`config.mk`:
```
export PLATFORM = sky130hd
export DESIGN_NAME = finn_rtl_krnl_final_example_rd_scheduler
export DESIGN_NICKNAME = d
export VERILOG_FILES = /design/src/rtl/finn_rtl_krnl_final_example_rd_scheduler.sv
export SDC_FILE = /design/constraint.sdc
export NUM_CORES = 1
export LEC_CHECK = 0
export ABC_AREA = 1
export CORE_AREA = 3 3 174 134
export DETAILED_ROUTE_END_ITERATION = 6
export DIE_AREA = 0 0 177 137
export PLACE_DENSITY = 0.67
export SYNTH_ARGS = -nofsm -noshare
export SYNTH_HDL_FRONTEND = slang
export SYNTH_SLANG_ARGS = --single-unit
```
`constraint.sdc`:
```
create_clock -name clk -period 3.6 [get_ports clk]
set_input_delay 0.72 -clock clk [delete_from_list [all_inputs] [get_ports clk]]
set_output_delay 0.72 -clock clk [all_outputs]
set_load 0.005 [all_outputs]
```
`src/rtl/finn_rtl_krnl_final_example_rd_scheduler.sv`:
```
// AXI4 read-address scheduler: splits one start command into bursts of at most
// C_BURST_LEN beats, limits bursts in flight, and pulses done when all have returned.
module finn_rtl_krnl_final_example_rd_scheduler #(
  parameter int C_ADDR_WIDTH      = 64,
  parameter int C_XFER_SIZE_WIDTH = 32,
  parameter int C_BURST_LEN       = 16,
  parameter int C_MAX_OUTSTANDING = 16,
  parameter int C_BYTES_PER_BEAT  = 64
) (
  input  logic                         clk,
  input  logic                         rst,
  input  logic                         ctrl_start,
  input  logic [C_ADDR_WIDTH-1:0]      ctrl_addr_offset,
  input  logic [C_XFER_SIZE_WIDTH-1:0] ctrl_xfer_beats,
  output logic                         ctrl_busy,
  output logic                         ctrl_done,
  output logic                         ctrl_err,
  output logic                         arvalid,
  input  logic                         arready,
  output logic [C_ADDR_WIDTH-1:0]      araddr,
  output logic [7:0]                   arlen,
  input  logic                         rlast_hs
);

  // state | meaning
  // IDLE  | waiting for ctrl_start
  // ISSUE | presenting AR bursts while the in-flight limit allows
  // DRAIN | all bursts issued, waiting for the last RLAST
  // DONE  | one-cycle completion pulse
  typedef enum logic [1:0] {IDLE, ISSUE, DRAIN, DONE} state_t;

  localparam int OUT_W = $clog2(C_MAX_OUTSTANDING + 1);
  localparam int BEAT_SHIFT = $clog2(C_BYTES_PER_BEAT);
  localparam logic [C_XFER_SIZE_WIDTH-1:0] MAX_BEATS = C_XFER_SIZE_WIDTH'(C_BURST_LEN);
  localparam logic [OUT_W-1:0] MAX_OUT = OUT_W'(C_MAX_OUTSTANDING);

  state_t state, state_nxt;

  logic [C_ADDR_WIDTH-1:0]      addr_q;
  logic [C_XFER_SIZE_WIDTH-1:0] remaining_q;
  logic [C_XFER_SIZE_WIDTH-1:0] remaining_nxt;
  logic [C_XFER_SIZE_WIDTH-1:0] burst_beats;
  logic [C_ADDR_WIDTH-1:0]      addr_incr;
  logic [OUT_W-1:0]             outstanding_q;
  logic                         err_q;
  logic                         start_ok;
  logic                         ar_hs;

  assign start_ok      = (state == IDLE) && ctrl_start;
  assign burst_beats   = (remaining_q >= MAX_BEATS) ? MAX_BEATS : remaining_q;
  assign remaining_nxt = remaining_q - burst_beats;
  assign addr_incr     = C_ADDR_WIDTH'(burst_beats) << BEAT_SHIFT;

  // outstanding only falls while AR waits, so arvalid can never drop mid-handshake
  assign arvalid = (state == ISSUE) && (outstanding_q < MAX_OUT);
  assign ar_hs   = arvalid && arready;
  assign araddr  = addr_q;
  assign arlen   = (remaining_q == '0) ? 8'd0 : 8'(burst_beats - 1'b1);

  assign ctrl_busy = (state != IDLE);
  assign ctrl_done = (state == DONE);
  assign ctrl_err  = err_q;

  always_ff @(posedge clk or posedge rst) begin
    if (rst) begin
      state <= IDLE;
    end else begin
      state <= state_nxt;
    end
  end

  always_comb begin
    state_nxt = state;
    case (state)
      IDLE: begin
        if (ctrl_start) begin
          state_nxt = (ctrl_xfer_beats != '0) ? ISSUE : DONE;
        end
      end
      ISSUE: begin
        if (ar_hs && (remaining_nxt == '0)) begin
          state_nxt = DRAIN;
        end
      end
      DRAIN: begin
        if (outstanding_q == '0) begin
          state_nxt = DONE;
        end
      end
      DONE:    state_nxt = IDLE;
      default: state_nxt = IDLE;
    endcase
  end

  always_ff @(posedge clk or posedge rst) begin
    if (rst) begin
      addr_q      <= '0;
      remaining_q <= '0;
    end else if (start_ok) begin
      addr_q      <= ctrl_addr_offset;
      remaining_q <= ctrl_xfer_beats;
    end else if (ar_hs) begin
      addr_q      <= addr_q + addr_incr;
      remaining_q <= remaining_nxt;
    end
  end

  always_ff @(posedge clk or posedge rst) begin
    if (rst) begin
      outstanding_q <= '0;
    end else begin
      case ({ar_hs, rlast_hs})
        2'b10: outstanding_q <= outstanding_q + 1'b1;
        2'b01: begin
          if (outstanding_q != '0) begin
            outstanding_q <= outstanding_q - 1'b1;
          end
        end
        default: outstanding_q <= outstanding_q;
      endcase
    end
  end

  // a stray RLAST wins over the clear so a coincident start cannot hide it
  always_ff @(posedge clk or posedge rst) begin
    if (rst) begin
      err_q <= 1'b0;
    end else if (rlast_hs && !ar_hs && (outstanding_q == '0)) begin
      err_q <= 1'b1;
    end else if (start_ok) begin
      err_q <= 1'b0;
    end
  end

endmodule

```
After elaboration in Yosys (flattened, before gate mapping)
Index checks and enable logic that the tools add are counted.
Operators by class
  add/subtract/negate cells: 5
  multipliers: 0
  divide/modulo/power cells: 0
  $lt $le $gt $ge: 2
  equal/unequal tests: 9
  shifts and indexed selects: 0
  multiplexer cells: 15
  bitwise operators: 0
  reduce and logical (&&, ||, !) cells: 19
Operators by type and width (count)
  $mux W64: 2
  $mux W32: 3
  $add A64 B38 Y64: 1
  $logic_not A32 Y1: 2
  $ge A32 B5 Y1 const B: 1
  $reduce_bool A32 Y1: 1
  $sub A32 B32 Y32: 1
  $pmux W5 S2: 1
  $mux W2: 4
  $mux W8: 1
  $pmux W2 S4: 1
  $reduce_bool A2 Y1: 4
  $sub A8 B1 Y8 const B: 1
  $eq A2 B2 Y1 const B: 3
  $logic_and A1 B1 Y1: 6
  $ne A2 B2 Y1 const B: 3
  $add A5 B1 Y5 const B: 1
  $logic_not A5 Y1: 1
  $lt A5 B5 Y1 const B: 1
  $mux W5: 1
  $reduce_bool A5 Y1: 1
  $sub A5 B1 Y5 const B: 1
  $eq A2 B1 Y1 const B: 2
  $reduce_and A3 Y1: 1
  5 further kinds: 6
Storage, ports and cells
  register bits after elaboration: 104
  latch bits: 0
  RAM bits: 0
  ROM bits: 0
  output and inout port bits: 76
  memories kept: 0

Depth between registers and ports, before layout
  depth in word-level cells: 7
  depth in mapped cells: 27
  gate-level depth less buffers: 26

Worst setup path before layout
Ideal clock, no wire load.
  path type: register -> register
  start point: reg remaining_q[15]
  end point: reg addr_q[58] (netlist: araddr[58])
  data arrival time: 3.386 ns
  data required time: 3.531 ns
  path slack: 0.146 ns
  cell stages (with the launch flop): 26
  buffers on the path: 1
  clock period less this slack: 3.454 ns
  path through: dfrtp_1 nor2_2 nand2_2 inv_2 nand2_2 nor2_4 nand2_4 buf_4 nor2_1 ha_1 inv_1 fa_1 inv_1 nand3_1 nand2_1 a21oi_1 o21bai_1 nand3_1 nand2_1 nand3_1 nand2_1 nand2_1 nor4_1 or2_2 nand3_1 nand3_1
On the way
  longest elaborated chain between the ends: 5
Ends and longest elaborated chain
  start: declaration: RTL line 40  | logic [C_XFER_SIZE_WIDTH-1:0] remaining_q;
  start signal: assignment: RTL line 101  | remaining_q <= ctrl_xfer_beats;
  start signal: assignment: RTL line 104  | remaining_q <= remaining_nxt;
  $ge A32 B5 Y1: RTL line 50  | assign burst_beats = (remaining_q >= MAX_BEATS) ? MAX_BEATS : remaining_q;
  $mux W32 *: RTL line 50
  $add A64 B38 Y64 *: RTL line 103  | addr_q <= addr_q + addr_incr;
  $mux W64 *: RTL line 102  | end else if (ar_hs) begin
  $mux W64 *: RTL line 99  | end else if (start_ok) begin
  end signal: assignment: RTL line 100  | addr_q <= ctrl_addr_offset;
  end signal: assignment: RTL line 103
  end: declaration: RTL line 39  | logic [C_ADDR_WIDTH-1:0] addr_q;
Mark *: on every way between the ends. The rest lies on a longest branch, timed or not. The select of a mux whose other input is x is not followed.
A chain may end at the register's enable or synchronous reset.

Final worst setup path
  start point: reg remaining_q[28]
  end point: out arlen[6]
On the way
  longest elaborated chain between the ends: 4
Ends and longest elaborated chain
  $ge A32 B5 Y1: RTL line 50
  $mux W32: RTL line 50
  $sub A8 B1 Y8: RTL line 58  | assign arlen = (remaining_q == '0) ? 8'd0 : 8'(burst_beats - 1'b1);
  $mux W8 *: RTL line 58
  end: declaration: RTL line 21  | output logic [7:0] arlen,
Mark *: on every way between the ends. The rest lies on a longest branch, timed or not.

==> run summary <==
Clock Root Buffer: clkbuf_16
Post-Syn Area: 8640 µm²
sw frac: 49.0%
H-tree Lvls: 3
max-cap violation count: 0
slowest cell on the critical path: clkdlybuf4s50_1
r2r setup slk: 0.22 ns
final setup violating endpoints: 0
Crit Path Class: flip-flop to primary output
Largest delay share family, worst path: simple AND/OR/NAND/NOR gates
die width: 177 µm
Worst-path clk slew: 0.07 ns
Data arrival, critical path: 2.67 ns
Least-Margin Pin Slew: 0.727 ns
global-route wire length before repair: 47.6 mm
leakage: 5.18 nW
Die Y: 137 µm
Netlist cell types: 46
WHS Endpoint: araddr[1]$_DFFE_PP0P_
YS warnings: 0
crit end category: primary output
register area share after synthesis: 30.1%
Placed Instances: 1787
max incr delay on CP: 0.59 ns
CTS Buf Count: 9
cell count after synthesis: 1295
P&R area growth vs syn: 31.9%
DP HPWL: 24.0 mm
Starting DRT DRC Count: 942
status: finished clean
Core Rows: 47
ys async rst share: 100%
worst-case clock buffer depth: 2
Slew headroom: 51.1%
crit-path max FO: 6
reg-to-reg endpoint: araddr[62]$_DFFE_PP0N_
Core Region: 21800 µm²
most frequent cells in the layout: nand2_1, clkdlybuf4s50_1, inv_1, nor2_1, dfrtp_1
Pwr Density: 798 nW/µm²
IO Count: 177
Fin. Hold Viols: 0
non-filler cells in the finished layout: 1814
Routed Wire Length: 30.5 mm
Clock Skew: 0.00777 ns
GRT Total Usage: 25.0%
final period utilization: 94.3%
crit path buf inv count: 3
Pre-antenna DRT Iters: 5
Num Clock Sinks: 104
number of global-route vias before repair: 8590
routed len/inst: 16.8 µm
diodes inserted: 0
via count: 9472
Post-Layout Inst Area: 11400 µm²
layout cells sized above 1: 7.43%
I/O Buffers: 174
remaining global-route overflow: 0
peak supply drop: 0.286 mV
GP Congestion: 0.961
sequence of cells on the critical path: nor2_2 > nand2_1 > inv_1 > nand2_1 > nor2_4 > nand2_4 > nor2_1 > inv_1 > ha_1 > nand2_1 > nor3_1 > clkdlybuf4s50_1
CTS tree: yes
DRC errors left: 0
Yosys reg bits: 104
antenna violations before repair: 0
CP most frequent cell: nand2_1
Highest Clock Rate: 0.295 GHz
Avg Synthesized Cell Area: 6.67 µm²
CP required: 2.88 ns
post-route minimum period: 3.39 ns
clk_lat worst skew: 0.37 ns
Reg-to-Reg Start: remaining_q[20]$_DFFE_PP0N_
# hold bufs at CTS: 0
hold path depth: 2
P_sw: 0.00446 W
sequential power share: 25.9%
most common cell after layout, fill and taps aside: nand2_1
initial core utilization: 39.6%
Int Power: 0.00463 W
Antenna Nets Post-Route: 0
Die Footprint: 24200 µm²
Clock power frac: 11.1%
Hold Startpoint: araddr[1]$_DFFE_PP0P_
Worst Hold Class: flip-flop to flip-flop
Post-synth EDFFs: 0
vias per inst: 5.22
Reg2Reg Depth: 24
Final Max Slew Viols: 0
Comb pwr share: 63.0%
placed cell area: 11000 µm²
Post-synth top flop: dfrtp_1
final net count: 1660
Worst setup SP type: flip-flop
pin count of the biggest net entering global routing: 95
-- cells by family after synthesis --
kind of cell	Yosys count	share of synthesized area [%]
compound gates	203	15.3
other cells	2	0.0870
fa+ha+maj	44	6.55
xor+xnor	49	4.97
buf+inv	205	9.13
flops	104	30.1
simple gates	688	33.8
-- layer usage --
| layer | vias to the layer above | global-route usage, % | wire [µm] |
|---|---|---|---|
| met5 | - | 0 | 0 |
| met4 | 0 | 3.79 | 221 |
| met3 | 12 | 5.21 | 2810 |
| met2 | 406 | 34.5 | 12000 |
| met1 | 4351 | 40.0 | 15500 |
| li1 | 4703 | - | - |
-- stage by stage --
step	total power [W]	worst slack (ns)	TNS (ns)	util, %	hold slack, ns
after floorplan	0.00568	0.146	0	-	0.465
after global placement	0.00775	0.132	0	50.2	0.463
after detailed placement	0.00778	-0.0611	-0.0789	50.2	0.469
after CTS	0.00882	0.00729	0	51.6	0.489
after global routing	0.00986	-0.000579	-0.000579	52.2	0.519
final	0.00909	0.207	0	52.2	0.487
-- how the worst max path moves through the flow --
stage | slack [ns] | end | start | cells after the start
2_1_floorplan | 0.15 | araddr[0]$_DFFE_PP0P_ | rst | 1
3_3_place_gp | 0.13 | araddr[58]$_DFFE_PP0N_ | remaining_q[15]$_DFFE_PP0N_ | 24
3_5_place_dp | -0.06 | araddr[58]$_DFFE_PP0N_ | remaining_q[15]$_DFFE_PP0N_ | 24
4_1_cts | 0.007 | araddr[50]$_DFFE_PP0N_ | remaining_q[15]$_DFFE_PP0N_ | 23
5_1_grt | -0.0006 | araddr[55]$_DFFE_PP0N_ | remaining_q[20]$_DFFE_PP0N_ | 20
6_report | 0.21 | arlen[6] | remaining_q[28]$_DFFE_PP0N_ | 12
-- layout make-up --
class / count / area (µm²)
Fill cell: 2201 / 10400
Multi-Input combinational cell: 1014 / 5410
Sequential cell: 104 / 2600
Timing Repair Buffer: 214 / 2070
Inverter: 172 / 648
Tap cell: 294 / 368
Clock buffer: 11 / 253
Clock inverter: 5 / 38.8
-- power groups by stage --
stage / registers (W) / logic [W] / clock network [W]
4_1_cts: 0.00233 / 0.00546 / 0.00103
3_3_place_gp: 0.00233 / 0.00541 / 0
3_5_place_dp: 0.00235 / 0.00543 / 0
5_1_grt: 0.00243 / 0.00635 / 0.00108
2_1_floorplan: 0.00225 / 0.00344 / 0
6_report: 0.00235 / 0.00572 / 0.00101
-- worst register-to-register path: stages, from the launching register on --
cell and delay, ns:
dfrtp_2 0.45, nor2_4 0.13, nand2_1 0.10, inv_2 0.06, nand2_2 0.07, nor2_4 0.12, nand2_4 0.09, nor2_4 0.10
ha_1 0.16, inv_1 0.06, fa_2 0.33, inv_1 0.08, nand3_1 0.07, nand2_1 0.11, a21oi_2 0.08, o21bai_1 0.21
nand3_1 0.12, nand2_2 0.13, nand3_1 0.10, nand2_2 0.13, nand4_1 0.18, nor2_1 0.15, nand2_1 0.06, nand3_1 0.08
o211ai_1 0.09
-- timing repair --
action	CTS	global route
endpoints found under the setup margin	3	22
resized for setup	2	20
gates cloned	0	0
buffers inserted	0	11
pin swaps	0	12
-- Yosys cell counts, types with 3 or more instances --
master	instances	share of area [%]
o311ai_0	3	0.30
ha_1	42	6.1
nor2_4	3	0.39
inv_2	11	0.48
clkbuf_1	25	1.1
nand2_2	8	0.58
nor2_1	144	6.3
and3_1	4	0.29
a31oi_1	14	1.0
buf_4	3	0.26
buf_1	4	0.17
or2_2	3	0.22
inv_1	158	6.9
nand2_1	378	16
o21ai_0	40	2.3
o21ai_1	4	0.23
clkinv_1	3	0.13
o22ai_1	3	0.22
a21o_1	4	0.35
nand4_1	24	1.7
nor2_2	7	0.51
and2_1	3	0.22
xor2_1	37	3.8
o221ai_1	18	1.8
a21oi_1	46	2.7
nor4_1	19	1.4
o211ai_1	53	4.6
nor3_1	21	1.2
xnor2_1	12	1.2
o21bai_1	5	0.43
nand3_1	69	4.0
a221o_1	5	0.58
dfrtp_1	104	30
-- state kept, by name (all words and copies together) (netlist names) --
name,flops
araddr,64
ctrl_err,1
remaining_q,32
state,2
outstanding_q,5
No activity file was read; power rests on OpenSTA's default activity.
